===== src/rtl/alu_bist.sv =====
// alu_bist: exhaustive self-test of the 4-bit ALU over all {opcode, in1, in2} vectors
module alu_bist #(
  parameter int SETTLE = 1
) (
  input  logic        clk,
  input  logic        rst_n,
  input  logic        start,
  output logic [3:0]  alu_in1,
  output logic [3:0]  alu_in2,
  output logic [1:0]  alu_opcode,
  input  logic [3:0]  alu_out,
  input  logic        alu_error,
  output logic        busy,
  output logic        done,
  output logic        pass,
  output logic [10:0] fail_count,
  output logic [9:0]  first_fail_vec,
  output logic        first_fail_valid
);
  localparam int HW = SETTLE > 1 ? $clog2(SETTLE) : 1;
  typedef enum logic [1:0] {S_IDLE, S_RUN, S_FIN} state_t;
  state_t state;
  logic [9:0] idx;
  logic [HW-1:0] hold;
  logic drive;
  logic chk, chk_last, chk_err, chk_eerr;
  logic [9:0] chk_vec;
  logic [3:0] chk_out, chk_r;
  logic [3:0] a, b, sum, dif, ref_r;
  logic ref_e, hold_last, mismatch;
  assign alu_opcode = idx[9:8];
  assign alu_in1 = idx[7:4];
  assign alu_in2 = idx[3:0];
  assign a = idx[7:4];
  assign b = idx[3:0];
  assign sum = a + b;
  assign dif = a - b;
  assign hold_last = hold == HW'(SETTLE - 1);
  assign mismatch = chk && (chk_r != chk_out || chk_eerr != chk_err);
  always_comb begin
    ref_r = idx[9] ? (idx[8] ? a ^ b : ~(a & b)) : (idx[8] ? dif : sum);
    ref_e = idx[9] ? 1'b0 :
            idx[8] ? (a[3] != b[3]) && (dif[3] != a[3]) :
                     (a[3] == b[3]) && (sum[3] != a[3]);
  end
  always_ff @(posedge clk or negedge rst_n) begin
    if (!rst_n) begin
      state <= S_IDLE;
      idx <= '0;
      hold <= '0;
      drive <= 1'b0;
      chk <= 1'b0;
      chk_last <= 1'b0;
      chk_err <= 1'b0;
      chk_eerr <= 1'b0;
      chk_vec <= '0;
      chk_out <= '0;
      chk_r <= '0;
      busy <= 1'b0;
      done <= 1'b0;
      pass <= 1'b0;
      fail_count <= '0;
      first_fail_vec <= '0;
      first_fail_valid <= 1'b0;
    end else if (state == S_RUN) begin
      chk <= drive && hold_last;
      if (drive && hold_last) begin
        chk_vec <= idx;
        chk_out <= alu_out;
        chk_err <= alu_error;
        chk_r <= ref_r;
        chk_eerr <= ref_e;
        chk_last <= &idx;
        hold <= '0;
        if (&idx) drive <= 1'b0;
        else idx <= idx + 10'd1;
      end else if (drive) begin
        hold <= hold + 1'b1;
      end
      if (mismatch) begin
        fail_count <= fail_count + 11'd1;
        if (!first_fail_valid) begin
          first_fail_vec <= chk_vec;
          first_fail_valid <= 1'b1;
        end
      end
      // last check: fold this cycle's mismatch into the verdict
      if (chk && chk_last) begin
        state <= S_FIN;
        busy <= 1'b0;
        done <= 1'b1;
        pass <= fail_count == 0 && !mismatch;
      end
    end else if (start) begin
      state <= S_RUN;
      idx <= '0;
      hold <= '0;
      drive <= 1'b1;
      chk <= 1'b0;
      chk_last <= 1'b0;
      busy <= 1'b1;
      done <= 1'b0;
      pass <= 1'b0;
      fail_count <= '0;
      first_fail_vec <= '0;
      first_fail_valid <= 1'b0;
    end
  end
endmodule


===== config.mk =====
export PLATFORM = sky130hd
export DESIGN_NAME = alu_bist
export DESIGN_NICKNAME = d
export VERILOG_FILES = /design/src/rtl/alu_bist.sv
export SDC_FILE = /design/constraint.sdc
export NUM_CORES = 1
export LEC_CHECK = 0
export ABC_AREA = 1
export CAP_MARGIN = 20
export CORE_MARGIN = 4
export CORE_UTILIZATION = 55
export DETAILED_ROUTE_END_ITERATION = 8
export GPL_TIMING_DRIVEN = 0
export MAX_ROUTING_LAYER = met4
export PLACE_DENSITY = 0.77
export SLEW_MARGIN = 30
export SYNTH_ARGS = -nofsm -noshare
export SYNTH_HDL_FRONTEND = slang
export SYNTH_SLANG_ARGS = --single-unit

===== constraint.sdc =====
create_clock -name clk -period 2 [get_ports clk]
set_input_delay 0.4 -clock clk [delete_from_list [all_inputs] [get_ports clk]]
set_output_delay 0.4 -clock clk [all_outputs]
set_load 0.005 [all_outputs]

Word-level counts from Yosys, hierarchy flattened. Cells that the tools add are included. Widths: inputs -> output; s select.

Bits in registers: 61. Bits in latches: 0. Memory bits (writable): 0. Memory bits (read-only): 0. Input bits: 8. Logic and storage cells: 96. Memories: 0.

$add $sub $neg: 5. Multipliers: 0. Div/mod/pow operators: 0. Magnitude comparators: 0. Eq/ne operators: 14. Shift operators: 0. Mux-type cells: 37. Bitwise logic cells: 4. Reduce and logical (&&, ||, !) cells: 19.

Operator list (number): $mux 10 (7); $mux 11 (3); $mux 1 (21); $mux 4 (3); $add 11x1->11 const B (1); $logic_not 11->1 (1); $add 10x1->10 const B (1); $reduce_and 10->1 (1); $reduce_and 2->1 (5); $reduce_and 3->1 (3); $logic_and 1x1->1 (6); $mux 2 (3); $ne 2x1->1 const B (3); $ne 2x2->1 const B (3); $add 4x4->4 (1); $and 4x4->4 (1); $ne 1x1->1 (4); $ne 4x4->1 (1); $not 4->4 (1); $sub 4x4->4 (1); $xor 4x4->4 (1); $ne 3x2->1 const B (1); $eq 2x1->1 const B (1); $reduce_bool 2->1 (1); 5 further kinds (5).

Logic depth before layout (Yosys ltp). Gate-level depths: netlist (run 1).

Word-level depth: 7. Mapped depth: 10. Depth with buffers taken out: 10.

Least setup slack after synthesis (run 1). No wires, ideal clock.

Kind: register -> register. From: register idx[4]. To: register chk_r[1]. Setup time: 0.126 ns. Arrival: 1.540 ns. Data required time: 1.874 ns. Path slack: 0.334 ns. Stages on the path, launching flop included: 9. Path buffers: 0. Clock period less this slack: 1.666 ns. Cells stage by stage: dfrtp_1 > inv_1 > ha_1 > fa_1 > nand2_1 > o21ai_0 > o221ai_1 > nand2_1 > o21ai_0.

Longest elaborated chain between the ends: 3. Elaborated cells on any way between the ends: 4. Classes of those cells: 2 x add/sub; 2 x mux.

RTL lines: start, declared (line 23) `logic [9:0] idx;`; start signal, assigned (line 76) `else idx <= idx + 10'd1;`; $add 4x4->4 or $sub 4x4->4 (tied branches) (line 36, 37); $mux 4 * (2 in series) (line 41) `ref_r = idx[9] ? (idx[8] ? a ^ b : ~(a & b)) : (idx[8] ? dif : sum);`; end signal, assigned (line 71) `chk_r <= ref_r;`; end, declared (line 28) `logic [3:0] chk_out, chk_r;`.

Every way passes the cells marked *; elsewhere a longest branch is shown, timed or not. A chain may end at the register's enable or synchronous reset.

Final worst setup path (run 1). Same ends and word-level chain as after synthesis.

==> flow_summary.yaml, run 1 <==
power_and_ir_drop:
  p_leak_nw: 1.87
  power_mw: 5.12
  ir_drop_mv: 0.724
  power_density_mw_per_mm2: 1310
run:
  drv_cap: 0
finish:
  fin_nets: 462
  drive_gt1_share_pct: 8.74
  antenna_cells: 0
  syn2layout_area_growth_pct: 23.3
  fin_util_pct: 70.3
  postLayoutCellArea_mm2: 0.00390
synthesis:
  synth_seq_cells: 59
  ys_async_sr_fraction_pct: 100
  ys_dominant_reg_cell: "dfrtp_1"
  yosysWarnings: 0
  ys_seq_area_share_pct: 46.7
  syn_inst: 387
  mappedNetlistArea_mm2: 0.00316
  ys_types: 35
  synth_edf_count: 0
  syn_avg_cell_area_um2: 8.17
  synth.net_count: 407
grt:
  grt_max_degree: 39
  grt_pass1_wl_um: 12500
  grt_overflow: 0
  grt_pass1_vias: 2670
  antenna_found_initial: 0
  gr-usage-all-layers_pct: 22.8
worst_setup_path:
  endpoint_kind: "flip-flop"
  cp_cell_sequence: "inv_1 > ha_1 > fa_1 > nand2_1 > o21ai_0 > o221ai_1 > nand2_1 > o21ai_0"
  rr_startpoint: "idx[4]$_DFFE_PN0P_"
  path_max_fanout: 6
  startpoint: "idx[4]$_DFFE_PN0P_"
  crit_type: "reg -> reg"
  cp.required_ns: 2.25
  cp-start-kind: "flip-flop"
  slowest_stage: "dfrtp_2"
  crit_path_max_incr_delay_ns: 0.45
  cp.arrival_ns: 2.14
sta:
  fmax_ghz: 0.528
  setup_viol: 0
  timing_hold_violations_final: 0
  fin_crit_sh_pct: 94.6
  min_period_ns: 1.89
  tightest_slew_ns: 0.464
  worst_slack_ns: 0.107
  rsz0062_at_grt: "no"
  drv_slew: 0
  max_slew_margin_pct: 69.0
  finalClockSkew_ns: 0.0103
drt:
  via_count: 2767
  post-route-drc-count: 0
  dr.pass1.iters: 4
  wire_per_inst_um: 14.1
  ant_nets: 0
  wl_um: 7300
  drt_iter0_markers: 206
  post_drt_via_cell_ratio: 5.34
floorplanning:
  core_mm2: 0.00554
  start_util_pct: 57.0
  fp.dieH_um: 83.8
  dieArea_mm2: 0.00702
  rows: 27
  num_io_pins: 43
  die_w_um: 83.8
place:
  dp_hpwl_um: 5390
  place_congestion: 0.875
  place_ws_ns: 0.0580
  dpl-instance-area_mm2: 0.00369
  port_buffers: 42
clock_tree:
  htree_levels: 3
  cts_setup_buffers: 0
  clk_pin_slew_ns: 0.07
  clk_latency_ns: 0.34
  tritoncts: "built"
  cts_sinks: 59
  cts_buffer_depth: 2
  cts_inserted_buffers: 9
  cts_root_buf: "clkbuf_8"
hold_path:
  hp-class: "reg -> reg"
  min_from: "chk_vec[4]$_DFFE_PN0P_"
run_status:
  outcome: "completed"
-- layout by cell type, fill, tap and decap left out, types with 2 or more instances in the layout --
cell / count
nor2_4: 2
clkbuf_8: 11
buf_4: 3
a21oi_1: 5
o22ai_1: 3
nand3_1: 36
ha_1: 10
nor2_1: 24
inv_1: 38
buf_2: 8
fa_1: 2
dfrtp_2: 4
dfrtp_1: 55
o21ai_0: 32
xor2_1: 12
clkdlybuf4s50_1: 41
nor3_1: 9
nand3b_1: 3
xnor2_1: 2
clkbuf_1: 4
nand2_1: 119
nand4_1: 3
-- stage by stage --
step                      instances  setup TNS, ns  hold slack [ns]
final                           518              0            0.480
after global routing            518              0            0.501
after CTS                       518              0            0.486
after detailed placement        502              0            0.306
after global placement          501         -77.95            0.461
after floorplan                 387              0            0.104
-- cell type report --
class | count | area (µm²)
fill | 480 | 1640
inverter | 38 | 143
tap | 72 | 90.1
timing repair buffer | 44 | 448
sequential | 59 | 1480
clock inverter | 2 | 35.0
clock buffer | 13 | 159
multi-input combinational | 277 | 1470
buffer | 13 | 73.8
-- synth_stat cells (all sizes together) (3+ instances only) --
master,instances,area (µm²)
a21oi,5,25.0
buf,11,66.3
dfrtp,59,1480
ha,10,125
inv,38,143
nand2,120,453
nand3,37,190
nand3b,3,22.5
nand4,5,52.6
nor2,27,133
nor3,9,45.0
o21ai,34,181
o22ai,3,18.8
xor2,12,105
-- routing by layer --
layer | share of wire [%] | vias to the layer above | GRT usage [%] | wire length [µm]
met3 | 5.3 | 8 | 5.33 | 387
met2 | 48 | 86 | 35.7 | 3510
met4 | 0.94 | 0 | 5.99 | 69
met1 | 46 | 1308 | 30.1 | 3330
li1 | - | 1365 | - | -
met5 | 0 | - | - | 0
-- logic make-up (layout without fill, tap and decap cells) --
family                     count (synthesis)  count (layout)  share of synthesized area [%]
AOI/OAI and AO/OA                         48              48                           8.59
xor gates and xnor gates                  14              14                           3.88
adders and majority gates                 12              12                           5.23
buffers and inverters                     51             110                           6.85
DFF                                       59              59                           46.7
and+or+nand+nor                          203             203                           28.7
-- critical path: cells and delay by family (launching register included) --
family | cells | cell delay (ns)
AOI/OAI and AO/OA | 3 | 0.36
buffers and inverters | 1 | 0.20
and+or+nand+nor | 2 | 0.15
DFF | 1 | 0.45
adders and majority gates | 2 | 0.65
-- power by group --
group | leakage [nW] | switching [mW] | internal (mW)
clock network | 0.0995 | 0.460 | 0.636
logic | 1.05 | 0.996 | 0.992
registers | 0.726 | 0.469 | 1.57
-- flip-flops by register name (all words and copies together), names as in the netlist, 4 cells and up --
register and cells:
first_fail_vec 10, chk_out 4, chk_vec 10, idx 10, fail_count 11, chk_r 4
-- what timing repair did --
item                                    CTS  global route
gates resized for setup                   0             4
endpoints found under the hold margin    21             0
endpoints found under the setup margin    0            12
hold buffers                              1             0
-- worst paths after layout --
path | to | slack (ns) | cells after the start
min in group asynchronous | first_fail_vec[9]$_DFFE_PN0P_ | 0.50 | 2
max in group asynchronous | idx[0]$_DFFE_PN0P_ | 1.00 | 3
min | first_fail_vec[4]$_DFFE_PN0P_ | 0.48 | 2
max | chk_r[1]$_DFFE_PN0P_ | 0.11 | 8
min reg2reg | first_fail_vec[4]$_DFFE_PN0P_ | 0.48 | 2
max reg2reg | chk_r[1]$_DFFE_PN0P_ | 0.11 | 8
No activity file was read; power rests on OpenSTA's default activity.
==> run 2, diff against run 1 <==
Settings changed: MAX_ROUTING_LAYER met4 to unset.
==> run 2 against run 1 <==
- core utilization grew 0.47 points
- global-route usage shrank 0.63 points
- register-to-register slack gained 0.05 ns
- sequential power is essentially flat
- first-iteration DRC count shrank 32%
- clock skew shrank 0.0012 ns
- maximum frequency grew 2.8%
- flip-flop and latch count is the same
- sequential share of layout area shrank 0.25 points
- final area grew 0.67%
==> flow_summary.yaml, run 2 (same netlist as run 1, synthesis figures left out) <==
power_and_ir_drop:
  power_mw: 5.21
  p_leak_nw: 1.89
  ir_drop_mv: 0.925
  power_density_mw_per_mm2: 1330
grt:
  antenna_found_initial: 0
  grt_pass1_vias: 2697
  gr-usage-all-layers_pct: 22.2
  grt_overflow: 0
  grt_pass1_wl_um: 12500
  grt_max_degree: 40
clock_tree:
  cts_inserted_buffers: 9
  clk_pin_slew_ns: 0.07
  clk_latency_ns: 0.34
  cts_root_buf: "clkbuf_8"
  tritoncts: "built"
  htree_levels: 3
  cts_sinks: 59
  cts_buffer_depth: 2
finish:
  syn2layout_area_growth_pct: 24.1
  antenna_cells: 0
  stdcell_count: 520
  layout_common_cells: "nand2_1 (119), dfrtp_1 (55), clkdlybuf4s50_1 (41)"
  drive_gt1_share_pct: 9.82
  fin_nets: 463
  mostFrequentLayoutCell: "nand2_1"
  largest_reg_flops: 11
  fin_util_pct: 70.8
  regMostFlops: "fail_count"
sta:
  fin_crit_sh_pct: 92.1
  timing_hold_violations_final: 0
  drv_slew: 0
  finalClockSkew_ns: 0.00903
  worst_slack_ns: 0.159
  min_period_ns: 1.84
  setup_viol: 0
  tightest_slew_ns: 0.443
  fmax_ghz: 0.543
  rsz0062_at_grt: "no"
  max_slew_margin_pct: 70.4
hold_path:
  hp-class: "in -> async"
drt:
  wl_met3_um: 342
  dr.pass1.iters: 4
  drt_iter0_markers: 140
  wl_met2_um: 3560
  post_drt_via_cell_ratio: 5.28
  drt-met1-wl_um: 3400
  wl_um: 7380
  via_count: 2744
  ant_nets: 0
  highest_layer: "met4"
  post-route-drc-count: 0
  wire_per_inst_um: 14.2
run:
  drv_cap: 0
floorplanning:
  fp.dieH_um: 83.8
  die_w_um: 83.8
  core_mm2: 0.00554
  num_io_pins: 43
  dieArea_mm2: 0.00702
  rows: 27
  start_util_pct: 57.0
worst_setup_path:
  crit_path_max_incr_delay_ns: 0.48
  worst-path-buf-inv: 2
  cp-start-kind: "flip-flop"
  crit_type: "reg -> reg"
  endpoint_kind: "flip-flop"
  slowest_stage: "dfrtp_1"
  cp_cell_sequence: "inv_1 > ha_1 > inv_1 > a21oi_1 > nand2_1 > xor2_1 > nand2_1 > nand2_1 > nand2_1 > nand2_1"
  path_max_fanout: 8
  crit_family: "flip-flops"
  path_common_cell: "nand2_1"
  cp.arrival_ns: 2.06
  cp.required_ns: 2.22
  ff2ff_setup_slack_ns: 0.16
place:
  placed_cells: 502
  dp_hpwl_um: 5310
  place_ws_ns: 0.0749
  place_congestion: 0.900
  port_buffers: 42
run_status:
  outcome: "completed"
-- run 2: worst paths after layout --
check,from,to,depth (start not counted)
max,idx[2]$_DFFE_PN0P_,chk_eerr$_DFFE_PN0P_,10
min,rst_n,idx[6]$_DFFE_PN0P_,2
max reg2reg,idx[2]$_DFFE_PN0P_,chk_eerr$_DFFE_PN0P_,10
min reg2reg,chk_vec[8]$_DFFE_PN0P_,first_fail_vec[8]$_DFFE_PN0P_,2
max in group asynchronous,rst_n,state[0]$_DFFE_PN0P_,3
min in group clk,chk_vec[8]$_DFFE_PN0P_,first_fail_vec[8]$_DFFE_PN0P_,2
-- run 2: what timing repair did --
action	in CTS	in global routing
endpoints found under the setup margin	0	12
endpoints found under the hold margin	20	0
gates resized for setup	0	5
hold buffers	1	0
setup buffers	0	1
-- run 2: stage by stage --
stage / setup TNS (ns) / hold slack [ns] / instance area, µm²
final: 0 / 0.481 / 3920
after global placement: -77.17 / 0.459 / 3670
after floorplan: 0 / 0.104 / 3160
after CTS: 0 / 0.483 / 3910
after global routing: 0 / 0.492 / 3920
after detailed placement: 0 / 0.311 / 3690
-- run 2: report_power, final --
group	internal (mW)	switching (mW)	leakage [nW]
sequential	1.57	0.471	0.726
clock	0.673	0.482	0.108
combinational	1.01	1.01	1.05
-- run 2: layout make-up --
class / instances / area, µm²
fill: 444 / 1620
sequential: 59 / 1480
multi-input combinational: 277 / 1470
timing repair buffer: 45 / 455
clock buffer: 12 / 165
inverter: 38 / 143
tap: 72 / 90.1
buffer: 13 / 73.8
clock inverter: 4 / 47.5
-- run 2: routing by layer --
layer	global-route usage, %	up-vias
met5	0	-
met4	7.02	0
met3	5.03	8
met2	36.4	69
met1	29.2	1302
li1	-	1365
==> run 3, diff against run 2 <==
Settings changed: CORE_UTILIZATION 55 to 57, CTS_BUF_LIST set to sky130_fd_sc_hd__clkbuf_8, PLACE_DENSITY 0.77 to 0.79.
==> run 3 against run 2 <==
- register-to-register slack worse by 0.02 ns
- total power is 3.5% higher
- wire length down 1.5%
- clock skew is 0.0032 ns lower
- critical path type is now reg -> out
- highest routed layer unchanged
==> flow_summary.yaml, run 3 (same netlist as run 1, synthesis figures left out) <==
sta:
  finalClockSkew_ns: 0.00588
  rsz0062_at_grt: "no"
  setup_viol: 0
  tns_ns: 0
  max_slew_margin_pct: 69.1
  fmax_ghz: 0.531
  min_period_ns: 1.88
  tightest_slew_ns: 0.463
  drv_slew: 0
  fin_crit_sh_pct: 94.2
  timing_hold_violations_final: 0
run:
  drv_cap: 0
grt:
  grt_overflow: 0
  grt_pass1_vias: 2638
  grt_max_degree: 43
  grt_pass1_wl_um: 12400
  gr-usage-all-layers_pct: 24.1
  antenna_found_initial: 0
run_status:
  outcome: "completed"
power_and_ir_drop:
  power_density_mw_per_mm2: 1360
  ir_drop_mv: 0.866
  p_leak_nw: 1.92
worst_setup_path:
  crit_end: "alu_in1[1]"
  rr_startpoint: "idx[4]$_DFFE_PN0P_"
  crit_family: "buffers and inverters"
  cp.arrival_ns: 1.48
  ff2ff_setup_slack_ns: 0.14
  cp_cell_sequence: "clkdlybuf4s50_1"
  r2r_end: "chk_r[1]$_DFFE_PN0P_"
  crit_type: "reg -> out"
  reg2regPathDepth: 8
  worst-path-buf-inv: 1
  cp-start-kind: "flip-flop"
  path_max_fanout: 9
  endpoint_kind: "output pin"
  crit_path_max_incr_delay_ns: 0.58
  crit_cells: 1
  slowest_stage: "clkdlybuf4s50_1"
  startpoint: "idx[5]$_DFFE_PN0P_"
  cp.required_ns: 1.60
finish:
  regMostFlops: "fail_count"
  antenna_cells: 0
  syn2layout_area_growth_pct: 25.6
  layout_common_cells: "nand2_1 (119), dfrtp_1 (56), clkdlybuf4s50_1 (41)"
  drive_gt1_share_pct: 9.98
  n_fill_cell: 391
  fin_nets: 466
  fin_util_pct: 75.8
  largest_reg_flops: 11
  mostFrequentLayoutCell: "nand2_1"
clock_tree:
  cts_buffer_depth: 2
  cts_root_buf: "clkbuf_8"
  cts_sinks: 59
  htree_levels: 3
  tritoncts: "built"
  clk_pin_slew_ns: 0.07
  cts_inserted_buffers: 9
  clk_latency_ns: 0.34
floorplanning:
  rows: 26
  dieArea_mm2: 0.00680
  num_io_pins: 43
  core_mm2: 0.00524
  fp.dieH_um: 82.5
  die_w_um: 82.5
  start_util_pct: 60.3
drt:
  dr.pass1.iters: 5
  wl_um: 7270
  post_drt_via_cell_ratio: 5.37
  post-route-drc-count: 0
  wire_per_inst_um: 14.0
  ant_nets: 0
  drt_iter0_markers: 145
  via_count: 2796
hold_path:
  hp-class: "in -> async"
place:
  port_buffers: 42
  place_congestion: 0.879
  dp_hpwl_um: 5120
run 3: what timing repair did:
item,CTS,global route
buffers inserted,0,4
hold buffers,1,0
hold endpoints to repair,17,0
setup endpoints to repair,0,11
gates resized for setup,0,3
run 3: cell type report:
type,count,area [µm²],share of cell area [%]
Buffer,13,73.8,1.86
Tap cell,70,87.6,2.21
Inverter,38,143,3.59
Clock buffer,9,124,3.12
Clock inverter,7,116,2.93
Sequential cell,59,1480,37.3
Multi-Input combinational cell,277,1470,37.0
Timing Repair Buffer,48,478,12.0
run 3: worst min-delay path by stage:
stage	from	endpoint	slack (ns)	cells past startpoint
finish	rst_n	first_fail_vec[1]$_DFFE_PN0P_	0.47	2
global route	rst_n	first_fail_vec[2]$_DFFE_PN0P_	0.49	2
CTS	rst_n	first_fail_vec[2]$_DFFE_PN0P_	0.46	2
detailed placement	rst_n	first_fail_vec[2]$_DFFE_PN0P_	0.28	1
global placement	chk_vec[5]$_DFFE_PN0P_	first_fail_vec[5]$_DFFE_PN0P_	0.46	2
floorplan	rst_n	chk$_DFFE_PN0P_	0.10	0
run 3: metrics by stage:
stage | instance area [µm²] | power, mW | hold slack, ns | std cells | setup slack (ns)
after floorplan | 3160 | 3.13 | 0.104 | 387 | 0.334
after global placement | 3670 | 3.91 | 0.459 | 499 | -1.28
after detailed placement | 3690 | 4.00 | 0.283 | 500 | 0.0945
after CTS | 3940 | 5.34 | 0.456 | 517 | 0.0706
after global routing | 3970 | 5.79 | 0.495 | 521 | 0.0210
final | 3970 | 5.39 | 0.467 | 521 | 0.116
run 3: metal layers:
layer	part of all wire, %	track usage (%)	up-vias
met5	0	0	-
met4	1.8	9.47	0
met3	5.2	4.77	13
met2	48	38.4	77
met1	45	32.4	1334
li1	-	-	1372
run 3: power breakdown:
group / switching, mW / internal (mW) / leakage, nW / total, mW
registers: 0.441 / 1.57 / 0.727 / 2.01
clock network: 0.496 / 0.825 / 0.119 / 1.32
logic: 1.03 / 1.03 / 1.07 / 2.06
total: 1.97 / 3.42 / 1.92 / 5.39
